--- config.mk ---
export PLATFORM = sky130hd
export DESIGN_NAME = hazard_ctrl
export DESIGN_NICKNAME = d
export VERILOG_FILES = /design/src/rtl/hazard_ctrl_pkg.sv /design/src/rtl/hazard_ctrl_mdu_busy_timer.sv /design/src/rtl/hazard_ctrl.sv
export SDC_FILE = /design/constraint.sdc
export NUM_CORES = 1
export LEC_CHECK = 0
export BUFFER_PORTS_ARGS = -buffer_cell sky130_fd_sc_hd__buf_2
export CAP_MARGIN = 15
export CORE_ASPECT_RATIO = 1.5
export CORE_UTILIZATION = 35
export CTS_CLUSTER_DIAMETER = 40
export CTS_CLUSTER_SIZE = 12
export DETAILED_ROUTE_END_ITERATION = 12
export SYNTH_ARGS = -nofsm -noshare
export SYNTH_HDL_FRONTEND = slang
export SYNTH_SLANG_ARGS = --single-unit
--- constraint.sdc ---
create_clock -name clk -period 5.1 [get_ports clk]
set_input_delay 0.255 -clock clk [delete_from_list [all_inputs] [get_ports clk]]
set_output_delay 0.255 -clock clk [all_outputs]
set_load 0.05 [all_outputs]
--- src/rtl/hazard_ctrl_pkg.sv ---
// hazard_ctrl_pkg: shared types and defaults for the hazard controller and its MDU timer.
package hazard_ctrl_pkg;
   typedef enum logic [1:0] {MDU_IDLE, MDU_BUSY, MDU_DONE} mdu_state_e;
   localparam int DEF_MULT_CYCLES = 4;
   localparam int DEF_DIV_CYCLES  = 33;
   localparam int REG_W           = 5;
endpackage

--- src/rtl/hazard_ctrl_mdu_busy_timer.sv ---
// mdu_busy_timer: tracks an in-flight multiply/divide and pulses done when its latency elapses.
module mdu_busy_timer
   import hazard_ctrl_pkg::*;
#(
   parameter int MULT_CYCLES = DEF_MULT_CYCLES,
   parameter int DIV_CYCLES  = DEF_DIV_CYCLES
) (
   input  logic clk,
   input  logic reset,
   input  logic start_i,
   input  logic is_div_i,
   input  logic block_i,
   output logic busy_o,
   output logic done_o
);
   localparam int MAXC = (MULT_CYCLES > DIV_CYCLES) ? MULT_CYCLES : DIV_CYCLES;
   localparam int CW   = (MAXC > 1) ? $clog2(MAXC) : 1;
   localparam logic [CW-1:0] MULT_LD = CW'(MULT_CYCLES - 1);
   localparam logic [CW-1:0] DIV_LD  = CW'(DIV_CYCLES - 1);
   mdu_state_e    state_q, state_d;
   logic [CW-1:0] cnt_q, cnt_d;
   logic          go;
   assign go = start_i & ~block_i;
   always_comb begin
      state_d = state_q;
      cnt_d   = cnt_q;
      case (state_q)
         MDU_BUSY: begin
            state_d = (cnt_q == '0) ? MDU_DONE : MDU_BUSY;
            cnt_d   = (cnt_q == '0) ? cnt_q : cnt_q - 1'b1;
         end
         default: begin
            state_d = go ? MDU_BUSY : MDU_IDLE;
            cnt_d   = go ? (is_div_i ? DIV_LD : MULT_LD) : cnt_q;
         end
      endcase
   end
   always_ff @(posedge clk) begin
      if (reset) begin
         state_q <= MDU_IDLE;
         cnt_q   <= '0;
      end else begin
         state_q <= state_d;
         cnt_q   <= cnt_d;
      end
   end
   assign busy_o = (state_q == MDU_BUSY);
   assign done_o = (state_q == MDU_DONE);
endmodule

--- src/rtl/hazard_ctrl.sv ---
// hazard_ctrl: load-use / MDU stall detection, flush priority and stall accounting for the pipeline.
module hazard_ctrl
   import hazard_ctrl_pkg::*;
#(
   parameter int MULT_CYCLES = DEF_MULT_CYCLES,
   parameter int DIV_CYCLES  = DEF_DIV_CYCLES
) (
   input  logic             clk,
   input  logic             reset,
   input  logic [REG_W-1:0] id_rs,
   input  logic [REG_W-1:0] id_rt,
   input  logic             id_uses_rs,
   input  logic             id_uses_rt,
   input  logic             id_mdu_use,
   input  logic             ex_is_load,
   input  logic [REG_W-1:0] ex_rd,
   input  logic             mdu_start,
   input  logic             mdu_is_div,
   input  logic             branch_taken,
   input  logic             exc_flush,
   output logic             pc_ena,
   output logic             if_id_ena,
   output logic             if_id_flush,
   output logic             id_exe_flush,
   output logic             exe_mem_flush,
   output logic             mdu_busy,
   output logic             mdu_done,
   output logic [31:0]      stall_count
);
   logic        load_use, mdu_haz, stall;
   logic [31:0] stall_count_q, stall_count_d;
   mdu_busy_timer #(.MULT_CYCLES(MULT_CYCLES), .DIV_CYCLES(DIV_CYCLES)) u_timer (
      .clk      (clk),
      .reset    (reset),
      .start_i  (mdu_start),
      .is_div_i (mdu_is_div),
      .block_i  (exc_flush),
      .busy_o   (mdu_busy),
      .done_o   (mdu_done)
   );
   assign load_use = ex_is_load & (ex_rd != '0) &
                     ((id_uses_rs & (id_rs == ex_rd)) | (id_uses_rt & (id_rt == ex_rd)));
   assign mdu_haz  = mdu_busy & id_mdu_use;
   // An exception flush always wins: it restarts fetch, so holding the front end is pointless.
   assign stall         = (load_use | mdu_haz) & ~exc_flush;
   assign pc_ena        = ~stall;
   assign if_id_ena     = ~stall;
   assign if_id_flush   = exc_flush | (branch_taken & ~stall);
   assign id_exe_flush  = exc_flush | stall;
   assign exe_mem_flush = exc_flush;
   assign stall_count_d = (stall && stall_count_q != 32'hFFFF_FFFF) ? stall_count_q + 32'd1 : stall_count_q;
   always_ff @(posedge clk) begin
      if (reset) stall_count_q <= '0;
      else       stall_count_q <= stall_count_d;
   end
   assign stall_count = stall_count_q;
endmodule

Yosys cells after proc, flatten, opt, wreduce, memory -nomap -nowiden. Cells that the tools add are included.

Logic and storage cells: 37. Register bits: 40. Bits of input ports: 25. Output and inout bits: 39.

Add/sub/neg operators: 2. Reductions and logical operators: 5. Mux-type cells: 7. Equal/unequal tests: 6. Bitwise logic cells: 14.

Operators by type and width (number): adder 32 x 1 -> 32 bit, second input constant (1); != test 32 bit, second input constant (1); 2-to-1 mux 6 bit (4); equality test 5 bit (2); bitwise AND 1 bit (8); logical NOT 6 bit (1); subtractor 6 x 1 -> 6 bit, second input constant (1); nonzero test 5 bit (1); 2-to-1 mux 2 bit (2); OR 1 bit (4); equality test 2 x 1 -> 1 bit, second input constant (1); equality test 2 bit, second input constant (1); != test 2 bit, second input constant (1); NOT 1 bit (2); AND reduction 2 bit (1); nonzero test 2 bit (1); logical AND 1 bit (1); 2-to-1 mux 1 bit (1).

Depth between registers and ports, before layout.
Word-level depth: 9. Mapped depth: 9. Mapped depth without buffers: 7.

Hierarchy. From an unflattened synthesis, not the netlist that was laid out.

Cell total of the unflattened synthesis: 282. Area total of the unflattened synthesis: 2277.2 µm².

By module, submodules not included: hazard_ctrl (area an instance 1826.8 µm², cells an instance 229, instances 1); mdu_busy_timer (area an instance 450.4 µm², cells an instance 53, instances 1).

Worst setup path after synthesis. OpenSTA, ideal clock, no wires.

Kind: register to register. Start point: reg stall_count_q[3], in the netlist stall_count[3]. End point: reg stall_count_q[1], in the netlist stall_count[1]. Required time: 4.972 ns. Data arrival time: 2.168 ns. Clock period less this slack: 2.296 ns. Path slack: 2.804 ns. Stages on the path, launching flop included: 10. Cell sequence: dfxtp_1 -> and4_4 -> and4_1 -> buf_2 -> nand4_1 -> nand3_1 -> buf_4 -> buf_4 -> mux2i_1 -> nor2_1.

Longest elaborated chain between the ends: 2.

Ends and longest elaborated chain: start: declaration (RTL line hazard_ctrl.sv:31) `logic [31:0] stall_count_q, stall_count_d;`; start signal: assignment (RTL line hazard_ctrl.sv:54) `else stall_count_q <= stall_count_d;`; != test 32 bit (RTL line hazard_ctrl.sv:51) `assign stall_count_d = (stall && stall_count_q != 32'hFFFF_FFFF) ? stall_count_q + 32'd1 : stall_count_q;`; logical AND 1 bit (RTL line hazard_ctrl.sv:51).

Every way passes these cells. A chain may end at the register's enable or synchronous reset.

Final worst setup path.
Start point: reg stall_count_q[0], in the netlist stall_count[0]. End point: reg stall_count_q[10], in the netlist stall_count[10].

Longest elaborated chain between the ends: 2. Elaborated cells between the ends (all ways): 3.

Ends and longest elaborated chain: parallel branches: the longest is 2 deep, another holds adder 32 x 1 -> 32 bit.

Several ways; the timed one is not identified.

==> impl_metrics.toml <==
[grt]
grt_pass1_wl_um = 8890
grtUsageTotal = 0.173
grt_max_degree = 40
first_global_vias = 1978
grt_overflow = 0
antenna_found_initial = 0

[worst_setup_path]
reg2regPathDepth = 6
crit_path_max_fanout = 30
worstReg2RegStart = "stall_count[0]$_SDFFE_PP0P_"
critPathKind = "reg -> reg"
reg2reg_to = "stall_count[10]$_SDFFE_PP0P_"
required_ns = 5.32
arrival_ns = 2.91
worstSetupStartpointType = "flop"
crit_path_end_kind = "flop"
reg2reg_slack_ns = 2.41

[die]
num_rows = 34
die_area_um2 = 6530
dieHeight_um = 98.5
ioPinCount = 64
coreArea_um2 = 5870
fp.dieW_um = 66.3
start_util = 0.370

[pwr]
power_density_nw_per_um2 = 236
total_power_w = 0.000608
p_leak_nw = 0.963
max-vdd-ir-drop_uv = 135

[clocking]
cts_hold_buf = 0
cts-buffers-inserted = 5
cts_sinks = 40
cts_resized = 0
htree_levels = 2
insertion_delay_ns = 0.29
cts_setup_buffers = 0
cts_tree = "done"
clockRootBuffer = "clkbuf_8"
clk_transition_reported_paths_ns = 0.07
clk_path_buf_depth = 2

[hold_path]
min_path_cells = 4
min_from = "mdu_is_div"
min_to = "u_timer.cnt_q[0]$_SDFFE_PP0P_"
holdCritPathClass = "in -> reg"

[yosys]
netlist_area_um2 = 2170
syn_area_per_cell_um2 = 8.07
async_flop_share = 0
ys_seq_area_frac = 0.369
ys.flop_type = "dfxtp_1"
ys_seq_elements = 40
syn_inst = 269
yosysWarnings = 0
synth_fp_nets = 297
synth.distinct_cells = 40
synth_edf_count = 0

[route]
firstDrtPassIters = 5
drt_iter0_drc = 91
num_vias = 2188
routed_via_density = 5.51
postRouteAntennaNets = 0
wl_um = 5360
wl_per_cell_um = 13.5
remaining_drc_errors = 0

[timing]
finClkSkew_ns = 0.00463
hold_slack_ns = 0.336
fin_ws_ns = 2.41
period_minus_slack_ns = 2.69
setup_viol = 0
rsz0062_at_grt = "false"
tightest_slew_ns = 0.880
hold_viol_final = 0
slew_headroom = 0.412
max_freq_mhz = 372
setup_tns_ns = 0
fin_crit_sh = 0.527
maxSlewViolCount = 0

[placed_design]
place_congestion = 0.835
portBuffers = 63
dpl.hpwl_um = 3850
dp_slack_ns = 2.44

[finish]
nets = 353
drive_gt1_frac = 0.228
n_antenna_cell = 0
fillCellCount = 633
area_growth_pct = 18.6
fin_util = 0.438

[job]
cap_violations = 0

[outcome]
run_status = "finished clean"
==> power by group <==
group	internal, W	leakage [nW]	total (W)	switching, W
clock network	0.0000931	0.0410	0.000201	0.000108
logic	0.0000326	0.599	0.0000831	0.0000505
registers	0.000319	0.323	0.000324	0.00000536
==> synthesized netlist by cell type, types with 2 or more instances <==
| cell type | count | area, um2 |
|---|---|---|
| dfxtp_1 | 40 | 801 |
| a21oi_1 | 31 | 155 |
| o21ai_0 | 28 | 140 |
| or3_1 | 25 | 156 |
| nand4_1 | 16 | 100 |
| nand2_1 | 15 | 56.3 |
| nor2_1 | 15 | 56.3 |
| xnor2_1 | 14 | 123 |
| nand3_1 | 13 | 65.1 |
| buf_4 | 7 | 52.6 |
| clkbuf_1 | 6 | 22.5 |
| and3_1 | 5 | 31.3 |
| and4_1 | 5 | 43.8 |
| or4_1 | 5 | 37.5 |
| nor2b_1 | 4 | 25.0 |
| nor3_1 | 4 | 20.0 |
| ha_1 | 3 | 37.5 |
| inv_1 | 3 | 11.3 |
| nand2b_1 | 3 | 18.8 |
| o21a_1 | 3 | 22.5 |
| o31ai_1 | 3 | 22.5 |
| and2_1 | 2 | 12.5 |
| nand3b_1 | 2 | 15.0 |
==> layout make-up <==
| type | instances | area [um2] | area share |
|---|---|---|---|
| Timing Repair Buffer | 63 | 315 | 0.123 |
| Clock buffer | 6 | 72.6 | 0.0282 |
| Multi-Input combinational cell | 212 | 1280 | 0.497 |
| Sequential cell | 40 | 801 | 0.311 |
| Inverter | 3 | 11.3 | 0.00438 |
| Clock inverter | 1 | 5.00 | 0.00194 |
| Tap cell | 72 | 90.1 | 0.0350 |
==> stage by stage <==
stage	cell area, um2	cells
after floorplan	2170	269
after global placement	2500	390
after detailed placement	2500	390
after CTS	2570	397
after global routing	2570	397
final	2570	397
==> kinds of logic (layout without fill, tap and decap cells) <==
family	Yosys count	count (layout)	synth area share
and+or+nand+nor	120	120	0.318
adders and majority gates	3	3	0.0173
AOI/OAI and AO/OA	73	73	0.188
buffers and inverters	17	73	0.0421
DFF	40	40	0.369
xor gates and xnor gates	15	15	0.0605
muxes	1	1	0.00461
==> sequential cells by signal, indices dropped and copies added (netlist names) <==
name	count
stall_count	32
u_timer.cnt_q	6
u_timer.state_q	2
==> critical path, cell delays in order (launching register included) <==
cell and delay (ns):
dfxtp_1 0.35, ha_1 0.28, and4_1 0.37, nand4_1 0.19
nand3_1 0.63, or4_1 0.66, a21oi_1 0.15
==> per-layer routing <==
metal | vias to the layer above | routed length [um] | track usage
met3 | 5 | 222 | 0.0313
met4 | 0 | 77 | 0.0589
met2 | 47 | 2650 | 0.297
met1 | 1015 | 2410 | 0.211
met5 | - | 0 | 0
li1 | 1121 | - | -
==> cell usage in the layout, fill, tap and decap left out, drive strengths merged, types with 6 or more instances in the layout <==
cell,n
or4,6
or3,25
nand3,13
nand4,16
nand2,16
nor2,15
o21ai,28
and4,6
clkbuf,6
buf,63
dfxtp,40
xnor2,14
a21oi,31
==> worst max-delay path by stage <==
stage / start / end / slack [ns] / cells after the start
after floorplan: stall_count[3]$_SDFFE_PP0P_ / stall_count[1]$_SDFFE_PP0P_ / 2.80 / 9
after global placement: stall_count[0]$_SDFFE_PP0P_ / stall_count[10]$_SDFFE_PP0P_ / 2.52 / 6
after detailed placement: stall_count[0]$_SDFFE_PP0P_ / stall_count[10]$_SDFFE_PP0P_ / 2.44 / 6
after CTS: stall_count[0]$_SDFFE_PP0P_ / stall_count[10]$_SDFFE_PP0P_ / 2.42 / 6
after global routing: u_timer.state_q[1]$_SDFF_PP0_ / stall_count[10]$_SDFFE_PP0P_ / 2.18 / 7
final: stall_count[0]$_SDFFE_PP0P_ / stall_count[10]$_SDFFE_PP0P_ / 2.41 / 6
(Power assumes the default switching activity.)
